$ cat src/rtl/uart_byte_tx.sv
// 8N1 UART transmitter: accepts a byte over valid/ready and serializes it LSB first.
// One bit lasts BAUD_DIV sclk cycles; tx_done pulses in the first idle cycle after the stop bit.
module uart_byte_tx #(
    parameter int unsigned BAUD_DIV = 5208
) (
    input  logic       sclk,
    input  logic       rst_n,
    input  logic [7:0] tx_data,
    input  logic       tx_valid,
    output logic       tx_ready,
    output logic       tx,
    output logic       tx_busy,
    output logic       tx_done
);

    localparam int unsigned CNT_W = (BAUD_DIV > 1) ? $clog2(BAUD_DIV) : 1;
    localparam logic [CNT_W-1:0] BAUD_LAST = CNT_W'(BAUD_DIV - 1);

    typedef enum logic [1:0] {
        IDLE  = 2'd0,
        START = 2'd1,
        DATA  = 2'd2,
        STOP  = 2'd3
    } state_t;

    state_t           state;
    logic [CNT_W-1:0] baud_cnt;
    logic [2:0]       bit_idx;
    logic [7:0]       shift_reg;
    logic             bit_end;

    assign bit_end  = (baud_cnt == BAUD_LAST);
    assign tx_ready = (state == IDLE) && rst_n;

    // Frame sequencer; tx is loaded one cycle ahead so each bit starts on the state change.
    always_ff @(posedge sclk or negedge rst_n) begin
        if (!rst_n) begin
            state     <= IDLE;
            baud_cnt  <= '0;
            bit_idx   <= '0;
            shift_reg <= '0;
            tx        <= 1'b1;
            tx_busy   <= 1'b0;
            tx_done   <= 1'b0;
        end else begin
            tx_done <= 1'b0;
            case (state)
                IDLE: begin
                    tx      <= 1'b1;
                    tx_busy <= 1'b0;
                    if (tx_valid && tx_ready) begin
                        shift_reg <= tx_data;
                        baud_cnt  <= '0;
                        state     <= START;
                        tx        <= 1'b0;
                        tx_busy   <= 1'b1;
                    end
                end
                START: begin
                    if (bit_end) begin
                        baud_cnt <= '0;
                        bit_idx  <= '0;
                        state    <= DATA;
                        tx       <= shift_reg[0];
                    end else begin
                        baud_cnt <= baud_cnt + CNT_W'(1);
                    end
                end
                DATA: begin
                    if (bit_end) begin
                        baud_cnt <= '0;
                        if (bit_idx == 3'd7) begin
                            state <= STOP;
                            tx    <= 1'b1;
                        end else begin
                            shift_reg <= shift_reg >> 1;
                            bit_idx   <= bit_idx + 3'd1;
                            tx        <= shift_reg[1];
                        end
                    end else begin
                        baud_cnt <= baud_cnt + CNT_W'(1);
                    end
                end
                STOP: begin
                    if (bit_end) begin
                        baud_cnt <= '0;
                        state    <= IDLE;
                        tx       <= 1'b1;
                        tx_busy  <= 1'b0;
                        tx_done  <= 1'b1;
                    end else begin
                        baud_cnt <= baud_cnt + CNT_W'(1);
                    end
                end
                default: begin
                    state <= IDLE;
                end
            endcase
        end
    end

endmodule

$ cat config.mk
export PLATFORM = sky130hd
export DESIGN_NAME = uart_byte_tx
export DESIGN_NICKNAME = d
export VERILOG_FILES = /design/src/rtl/uart_byte_tx.sv
export SDC_FILE = /design/constraint.sdc
export NUM_CORES = 1
export LEC_CHECK = 0
export CAP_MARGIN = 10
export CORE_MARGIN = 3
export CORE_UTILIZATION = 53
export CTS_BUF_LIST = sky130_fd_sc_hd__clkbuf_4 sky130_fd_sc_hd__clkbuf_8
export CTS_CLUSTER_SIZE = 40
export DETAILED_ROUTE_END_ITERATION = 7
export PLACE_DENSITY = 0.84
export SLEW_MARGIN = 25
export SYNTH_ARGS = -nofsm -noshare
export SYNTH_HDL_FRONTEND = slang
export SYNTH_SLANG_ARGS = --single-unit
$ cat constraint.sdc
create_clock -name sclk -period 2.5 [get_ports sclk]
set_clock_uncertainty 0.15 [all_clocks]
set_input_delay 0.375 -clock sclk [delete_from_list [all_inputs] [get_ports sclk]]
set_output_delay 0.375 -clock sclk [all_outputs]
set_load 0.01 [all_outputs]
Word-level counts from Yosys, hierarchy flattened

Index checks and enable logic that the tools add are counted.

Register bits: 29
Latch bits: 0
RAM bits: 0
ROM bits: 0
Word-level logic and storage cells: 60
Memories: 0

Add/sub/neg operators: 2
Multiply operators: 0
Divide/modulo/power cells: 0
$lt $le $gt $ge: 0
Equal/unequal tests: 11
Shifts and indexed selects: 0
Muxes and demuxes: 28
Bitwise logic cells: 0
Reduce and logical (&&, ||, !) cells: 12

Operator list:

| operator                                                              | number |
|---|---|
| 13-bit 2-to-1 mux                                                     | 2 |
| 13-bit case mux with 2 select lines                                   | 1 |
| 8-bit 2-to-1 mux                                                      | 3 |
| 8-bit case mux with 2 select lines                                    | 1 |
| 13-bit by 1-bit adder with 13-bit output, second input constant       | 1 |
| 13-bit equality test, second input constant                           | 1 |
| 2-bit 2-to-1 mux                                                      | 5 |
| 2-bit inequality test, second input constant                          | 5 |
| 1-bit 2-to-1 mux                                                      | 9 |
| 3-bit 2-to-1 mux                                                      | 3 |
| 2-bit case mux with 4 select lines                                    | 1 |
| 4-bit AND reduction                                                   | 2 |
| 3-bit case mux with 2 select lines                                    | 1 |
| 2-bit nonzero test                                                    | 3 |
| 5-bit AND reduction                                                   | 1 |
| 2-bit equality test, second input constant                            | 2 |
| 1-bit case mux with 4 select lines                                    | 1 |
| 3-bit by 1-bit adder with 3-bit output, second input constant         | 1 |
| 3-bit equality test, second input constant                            | 1 |
| 3-bit AND reduction                                                   | 1 |
| 3-bit OR reduction                                                    | 1 |
| 2-bit by 1-bit equality test with 1-bit output, second input constant | 1 |
| 1-bit logical AND                                                     | 2 |
| 2-bit zero test                                                       | 1 |
| 3 further kinds                                                       | 3 |

Logic depth before layout (Yosys ltp)

Gate-level depths: netlist (run 1).

Word-level depth: 5
Mapped depth: 7
Mapped depth without buffers: 6

Worst setup path after synthesis (run 1)

No wires, ideal clock.

Path kind: register -> register
From: register baud_cnt[3]
To: register shift_reg[0]
Library setup time: 0.125 ns
Arrival time: 2.103 ns
Required time: 2.225 ns
Slack: 0.122 ns
Cell stages (with the launch flop): 5
Period minus slack after synthesis: 2.378 ns
Cells stage by stage: dfrtp_1 > or4b_1 > or4_4 > a21oi_4 > mux2_2

Longest elaborated chain between the ends: 3

Ends and longest elaborated chain:

| item                            | line | text |
|---|---|---|
| from (decl)                     | 27   | `logic [CNT_W-1:0] baud_cnt;` |
| from (signal assigned)          | 66   | `baud_cnt <= baud_cnt + CNT_W'(1);` |
| from (signal assigned)          | 81   | `baud_cnt <= baud_cnt + CNT_W'(1);` |
| from (signal assigned)          | 92   | `baud_cnt <= baud_cnt + CNT_W'(1);` |
| 13-bit equality test            | 32   | `assign bit_end = (baud_cnt == BAUD_LAST);` |
| 2-bit inequality test (no line) | n/a  |  |
| 4-bit AND reduction (no line)   | n/a  |  |
| to (signal assigned)            | 52   | `shift_reg <= tx_data;` |
| to (signal assigned)            | 76   | `shift_reg <= shift_reg >> 1;` |
| to (decl)                       | 29   | `logic [7:0] shift_reg;` |

No other way between the ends.
A chain may end at the register's enable or synchronous reset.

Worst setup path after layout (run 1)

From: register baud_cnt[5]
To: register shift_reg[6]

Same word-level chain as after synthesis.

==> reports/metrics.cfg, run 1 <==
[outcome]
status=complete, no violations

[cts]
clockBufferDepth=2
cts_tree=yes
cts_hold_buf=0
root_buffer=clkbuf_4
h-tree-depth=2
clkSlewWorstSetupHoldPaths_ps=90
clk_latency_ps=340
numCtsBuffers=5
cts.sinks=29
cts_resized=0
post-cts-setup-buffers=0

[worst_setup_path]
worstReg2RegStart=baud_cnt[5]$_DFFE_PN0N_
crit_path_max_fanout=8
worstPathRequired_ps=2560
crit_chain=or4b_4 > or4_4 > a21oi_4 > mux2_2
cp-startpoint=baud_cnt[5]$_DFFE_PN0N_
rr_endpoint=shift_reg[6]$_DFFE_PN0P_
arrival_ps=2480
r2r_slack_ps=90
rr_worst_depth=4
max_stage_delay_ps=560
end_kind=flop
crit_type=flop to flop
crit_path_end=shift_reg[6]$_DFFE_PN0P_
cp.depth=4
worst_path_max_delay_cell=or4_4
cp-start-kind=flop
path_buf_inv=0
critPathTopFamily=simple AND/OR/NAND/NOR gates

[route]
wl_met2_mm=1.616
avgRoutedWirePerCell_um=16.08
dr_wl_met3_um=118
ant_nets=0
dr.pass1.iters=4
wl_met1_mm=1.491
drt-initial-drc-count=59
top_layer=met4
viasPerCell=5.870
wl_mm=3.345
drcViolationCount=0
num_vias=1221

[power]
power_switching_mw=0.6814
ir_worst_vdd_v=0.0006374
leakagePower_nw=0.8141
power_frac_comb=0.454
switching_share=0.3627
power_density_nw_per_um2=982.2
intPower_mw=1.198
clkPwrFrac=0.171
p_seq_frac=0.374

[timing]
timing.final.crit_share=0.9646
tns_ps=0
rsz0062_at_grt=false
worst_pin_slew_ps=446.5
slew_headroom=0.6996
fin_crit_ps=2411
slew_violations=0
finalHoldViolations=0
max_freq_mhz=414.7
setup_viol=0

[global_routing]
grt_max_degree=22
grt_use_total=0.2099
antenna_found_initial=0
globalRoute.totalOverflow=0
grt_pass1_wl_mm=5.568
grt_pass1_vias=1228

[floorplanning]
die-area_um2=3697
die_h_um=60.80
core_um2=2805
floorplan.initialDensity=0.5674
ios=15
dieWidth_um=60.80
rows=19

[layout]
syn_to_final_growth_pct=20.20
largest_register_ff_count=13
diodes=0
final_layout_size_suffix_gt1_frac=0.2486
n_fill_cell=204
finish.utilization=0.6820
nNetsFinal=195

[flow_run]
maxCapViolCount=0

[worst_hold_path]
hold_class=input port to async pin

[yosys]
synth-main-ff-cell=dfrtp_1
synthesis.area_um2=1592
async_flop_share=1.000
yosys_warnings=0
syn_avg_cell_area_um2=10.75
synth_most_common_cell=dfrtp_1
synth-seq-cells=29
synthTopCellsByCount=dfrtp_1, mux2_2, nor2_1
synth_edf_count=0
synth.area.top_cells=dfrtp_1, mux2_2, ha_1
ys_seq_area_frac=0.4568
synth_top_area_share=0.4403
syn_nets=167
synth_cell_types=38
postSynthCellCount=148
synth.largest_area_cell=dfrtp_1

[place]
hpwl_mm=2.525
io_buffers=14
routabilityCongestion=0.7583

## metrics by stage
| stage | power (mW) | hold slack, ps | cell area, um2 | cells | setup slack [ps] |
|---|---|---|---|---|---|
| final | 1.879 | 300.2 | 1913 | 208 | 88.55 |
| after global routing | 2.001 | 310.2 | 1913 | 208 | 7.651 |
| after CTS | 1.875 | 302.6 | 1907 | 208 | 38.64 |
| after detailed placement | 1.556 | 346.0 | 1841 | 200 | 70.60 |
| after global placement | 1.492 | 334.1 | 1841 | 200 | 109.8 |
| after floorplan | 1.305 | -70.59 | 1592 | 148 | 122.0 |
## power groups by stage
stage	sequential [mW]	combinational, mW	clock, mW
finish	0.703	0.853	0.322
global route	0.720	0.930	0.351
CTS	0.702	0.846	0.326
detailed placement	0.711	0.845	0
global placement	0.698	0.794	0
floorplan	0.696	0.609	0
## area by class of cell
type / count / area [um2] / area share
clock buffers: 8 / 66.31 / 0.03466
inverters: 7 / 26.28 / 0.01373
multi-input cells: 107 / 824.5 / 0.4310
flip-flops and latches: 29 / 726.9 / 0.3800
well taps: 31 / 38.79 / 0.02027
repair buffers: 26 / 230.2 / 0.1203
## worst min path at each step
stage / from / to / depth (start not counted) / slack (ps)
2_1_floorplan: rst_n / baud_cnt[0]$_DFFE_PN0N_ / 0 / -70
3_3_place_gp: shift_reg[6]$_DFFE_PN0P_ / shift_reg[6]$_DFFE_PN0P_ / 1 / 330
3_5_place_dp: shift_reg[3]$_DFFE_PN0P_ / shift_reg[3]$_DFFE_PN0P_ / 1 / 350
4_1_cts: rst_n / tx_busy$_DFFE_PN0P_ / 2 / 300
5_1_grt: rst_n / baud_cnt[8]$_DFFE_PN0N_ / 2 / 310
6_report: rst_n / tx_busy$_DFFE_PN0P_ / 2 / 300
## cell usage in the layout, fill, tap and decap left out, drive strengths merged, types with 2 or more instances in the layout
cell,Yosys,routed
dfrtp,28,28
mux2,16,16
clkdlybuf4s50,0,14
nor2,13,13
buf,1,12
nand3,10,10
xnor2,10,10
ha,8,8
clkbuf,4,8
inv,7,7
o21ai,5,5
nor4,5,5
nand2,5,5
nor3,4,4
nand4,4,4
and2,3,3
a21oi,3,3
or3,2,2
nand2b,2,2
or4b,2,2
## routing by layer
layer,vias up,global-route usage
met5,-,0
met4,0,0.1300
met3,13,0.05106
met2,27,0.3237
met1,586,0.2639
li1,595,-
## cell families (layout without fill, tap and decap cells)
group                    count (synthesis)  in the layout  synth area share
AND/OR/NAND/NOR                         55             55            0.1918
flip-flops                              29             29            0.4568
AO/OA/AOI/OAI                           18             18           0.09120
multiplexers                            16             16            0.1132
buffers and inverters                   12             41           0.02909
XOR/XNOR                                10             10           0.05503
adder cells (fa/ha/maj)                  8              8           0.06290
No activity file was read; power rests on OpenSTA's default activity.
==> inputs of run 2 (changes only) <==
CORE_UTILIZATION = 48   (was 53)
PLACE_DENSITY = 0.77   (was 0.84)
==> run 2 against run 1 <==
Clock power fell by 1%. Critical path depth did not move. Fmax fell by 1.3%. Die area rose by 9.4%. Final area rose by 0.26%. Combinational power fell by 0.6%. Setup slack got worse by 33 ps. Final cell count rose by 5.8%. Sequential power barely moved. Sequential share of layout area fell by 0.099 points. Non-clock buffer count fell by 1. First-iteration DRC count fell by 8.5%.
==> reports/metrics.cfg, run 2 (same netlist as run 1, synthesis figures left out) <==
[outcome]
status=complete, no violations

[power]
p_seq_frac=0.376  ; +0.002
intPower_mw=1.203  ; +0.42%
power_frac_comb=0.454  ; about the same
power_density_nw_per_um2=974.7  ; -0.76%
power_switching_mw=0.6671  ; -2.1%
switching_share=0.3568  ; -0.005868
clkPwrFrac=0.170  ; about the same
ir_worst_vdd_v=0.0006661  ; +4.5%
leakagePower_nw=0.8061  ; -0.99%

[layout]
layout_common_cells=dfrtp_1, mux2_2, clkdlybuf4s50_1
final_common_cell=dfrtp_1
diodes=0  ; unchanged
largest_register_ff_count=13  ; unchanged
final_layout_size_suffix_gt1_frac=0.2386  ; -0.009951
syn_to_final_growth_pct=20.52
finish.utilization=0.6181  ; -0.06384
fin_cells=220  ; +5.8%
nNetsFinal=194  ; -0.51%
final_area_um2=1918  ; +0.26%

[cts]
cts_resized=0  ; unchanged
cts.sinks=29  ; unchanged
h-tree-depth=2  ; unchanged
post-cts-setup-buffers=0  ; unchanged
numCtsBuffers=5  ; unchanged
clockBufferDepth=2  ; unchanged
clk_latency_ps=330  ; about the same
root_buffer=clkbuf_4
cts_hold_buf=0  ; unchanged
cts_tree=yes
clkSlewWorstSetupHoldPaths_ps=90  ; about the same

[floorplanning]
rows=20  ; +1
floorplan.initialDensity=0.5129  ; -0.05445
core_um2=3103  ; +11%
dieWidth_um=63.58  ; +4.6%
ios=15  ; unchanged
die_h_um=63.58  ; +4.6%
die-area_um2=4042  ; +9.4%

[worst_setup_path]
worstPathRequired_ps=2570  ; about the same
cp-startpoint=baud_cnt[5]$_DFFE_PN0N_
arrival_ps=2510  ; +30 ps
end_kind=flop
crit_path_max_fanout=8  ; unchanged
worst_path_max_delay_cell=or4b_1
max_stage_delay_ps=570  ; about the same
crit_type=flop to flop
r2r_slack_ps=60  ; -30 ps
cp-start-kind=flop
crit_chain=or4b_1 > or4_4 > a21oi_4 > mux2_2
rr_worst_depth=4  ; unchanged
worstReg2RegStart=baud_cnt[5]$_DFFE_PN0N_

[route]
viasPerCell=5.500  ; -6.3%
drt-initial-drc-count=54  ; -8.5%
wl_mm=3.321  ; -0.72%
drcViolationCount=0  ; unchanged
dr.pass1.iters=4  ; unchanged
num_vias=1210  ; -0.90%
avgRoutedWirePerCell_um=15.10  ; -6.1%
ant_nets=0  ; unchanged

[place]
dp_slack_ps=47.99  ; -22.60 ps
hpwl_mm=2.517  ; -0.32%
routabilityCongestion=0.7927  ; +4.5%
io_buffers=14  ; unchanged
place_inst=212  ; +6.0%
place_area_um2=1849  ; +0.48%

[timing]
slew_headroom=0.6617  ; -0.03787
finalHoldViolations=0  ; unchanged
setup_viol=0  ; unchanged
max_freq_mhz=409.1  ; -1.3%
timing.final.crit_share=0.9777  ; +0.01316
worst_pin_slew_ps=503.5  ; +57.05 ps
tns_ps=0  ; unchanged
rsz0062_at_grt=false
fin_crit_ps=2444  ; +32.90 ps
slew_violations=0  ; unchanged
worst_slack_ps=55.65  ; -32.90 ps

[global_routing]
grt_pass1_vias=1315  ; +7.1%
grt_pass1_wl_mm=6.106  ; +9.7%
globalRoute.totalOverflow=0  ; unchanged
antenna_found_initial=0  ; unchanged
grt_max_degree=29  ; +32%
grt_use_total=0.1937  ; -0.01628

[flow_run]
maxCapViolCount=0  ; unchanged

[worst_hold_path]
hold_class=input port to async pin

## run 2: cell count changes in the layout (fill, tap and decap cells not counted), sizes merged
cell | before | now
buf | 12 | 11
## run 2: layout make-up
cell class	instances	area (um2)
fill	291	1185
multi-input combinational	107	820.8
clock buffer	8	66.31
tap	44	55.05
inverter	7	26.28
sequential	29	726.9
timing repair buffer	25	222.7
## run 2: final timing paths
check | to
worst max-delay path | shift_reg[2]$_DFFE_PN0P_
worst min-delay path | state[0]$_DFFE_PN0P_
worst max register to register | shift_reg[2]$_DFFE_PN0P_
worst min register to register | shift_reg[3]$_DFFE_PN0P_
max in group asynchronous | tx$_DFFE_PN1P_
min in group sclk | shift_reg[3]$_DFFE_PN0P_
## run 2: worst max-delay path: cells and delay by family, from the launching register on
kind             cells  cell delay (ps)
multiplexers         1              380
AND/OR/NAND/NOR      2             1140
AO/OA/AOI/OAI        1              280
flip-flops           1              380
## run 2: per-stage QoR
stage | total power [mW] | hold WS (ps)
after detailed placement | 1.556 | 344.4
after CTS | 1.879 | 91.68
after floorplan | 1.305 | -70.59
final | 1.870 | 96.24
after global routing | 2.019 | 78.97
after global placement | 1.498 | 334.4
## run 2: power groups by stage
| stage | clock network (mW) | registers, mW | logic [mW] |
|---|---|---|---|
| finish | 0.318 | 0.704 | 0.848 |
| global route | 0.353 | 0.722 | 0.944 |
| detailed placement | 0 | 0.710 | 0.846 |
| global placement | 0 | 0.699 | 0.799 |
| CTS | 0.329 | 0.702 | 0.848 |
| floorplan | 0 | 0.696 | 0.609 |
## run 2: routing by layer
layer	vias to the layer above	GRT usage	share of wire
met5	-	0	0
met4	0	0.06469	0.015
met3	5	0.05882	0.036
met2	22	0.3325	0.51
met1	591	0.2288	0.44
li1	592	-	-
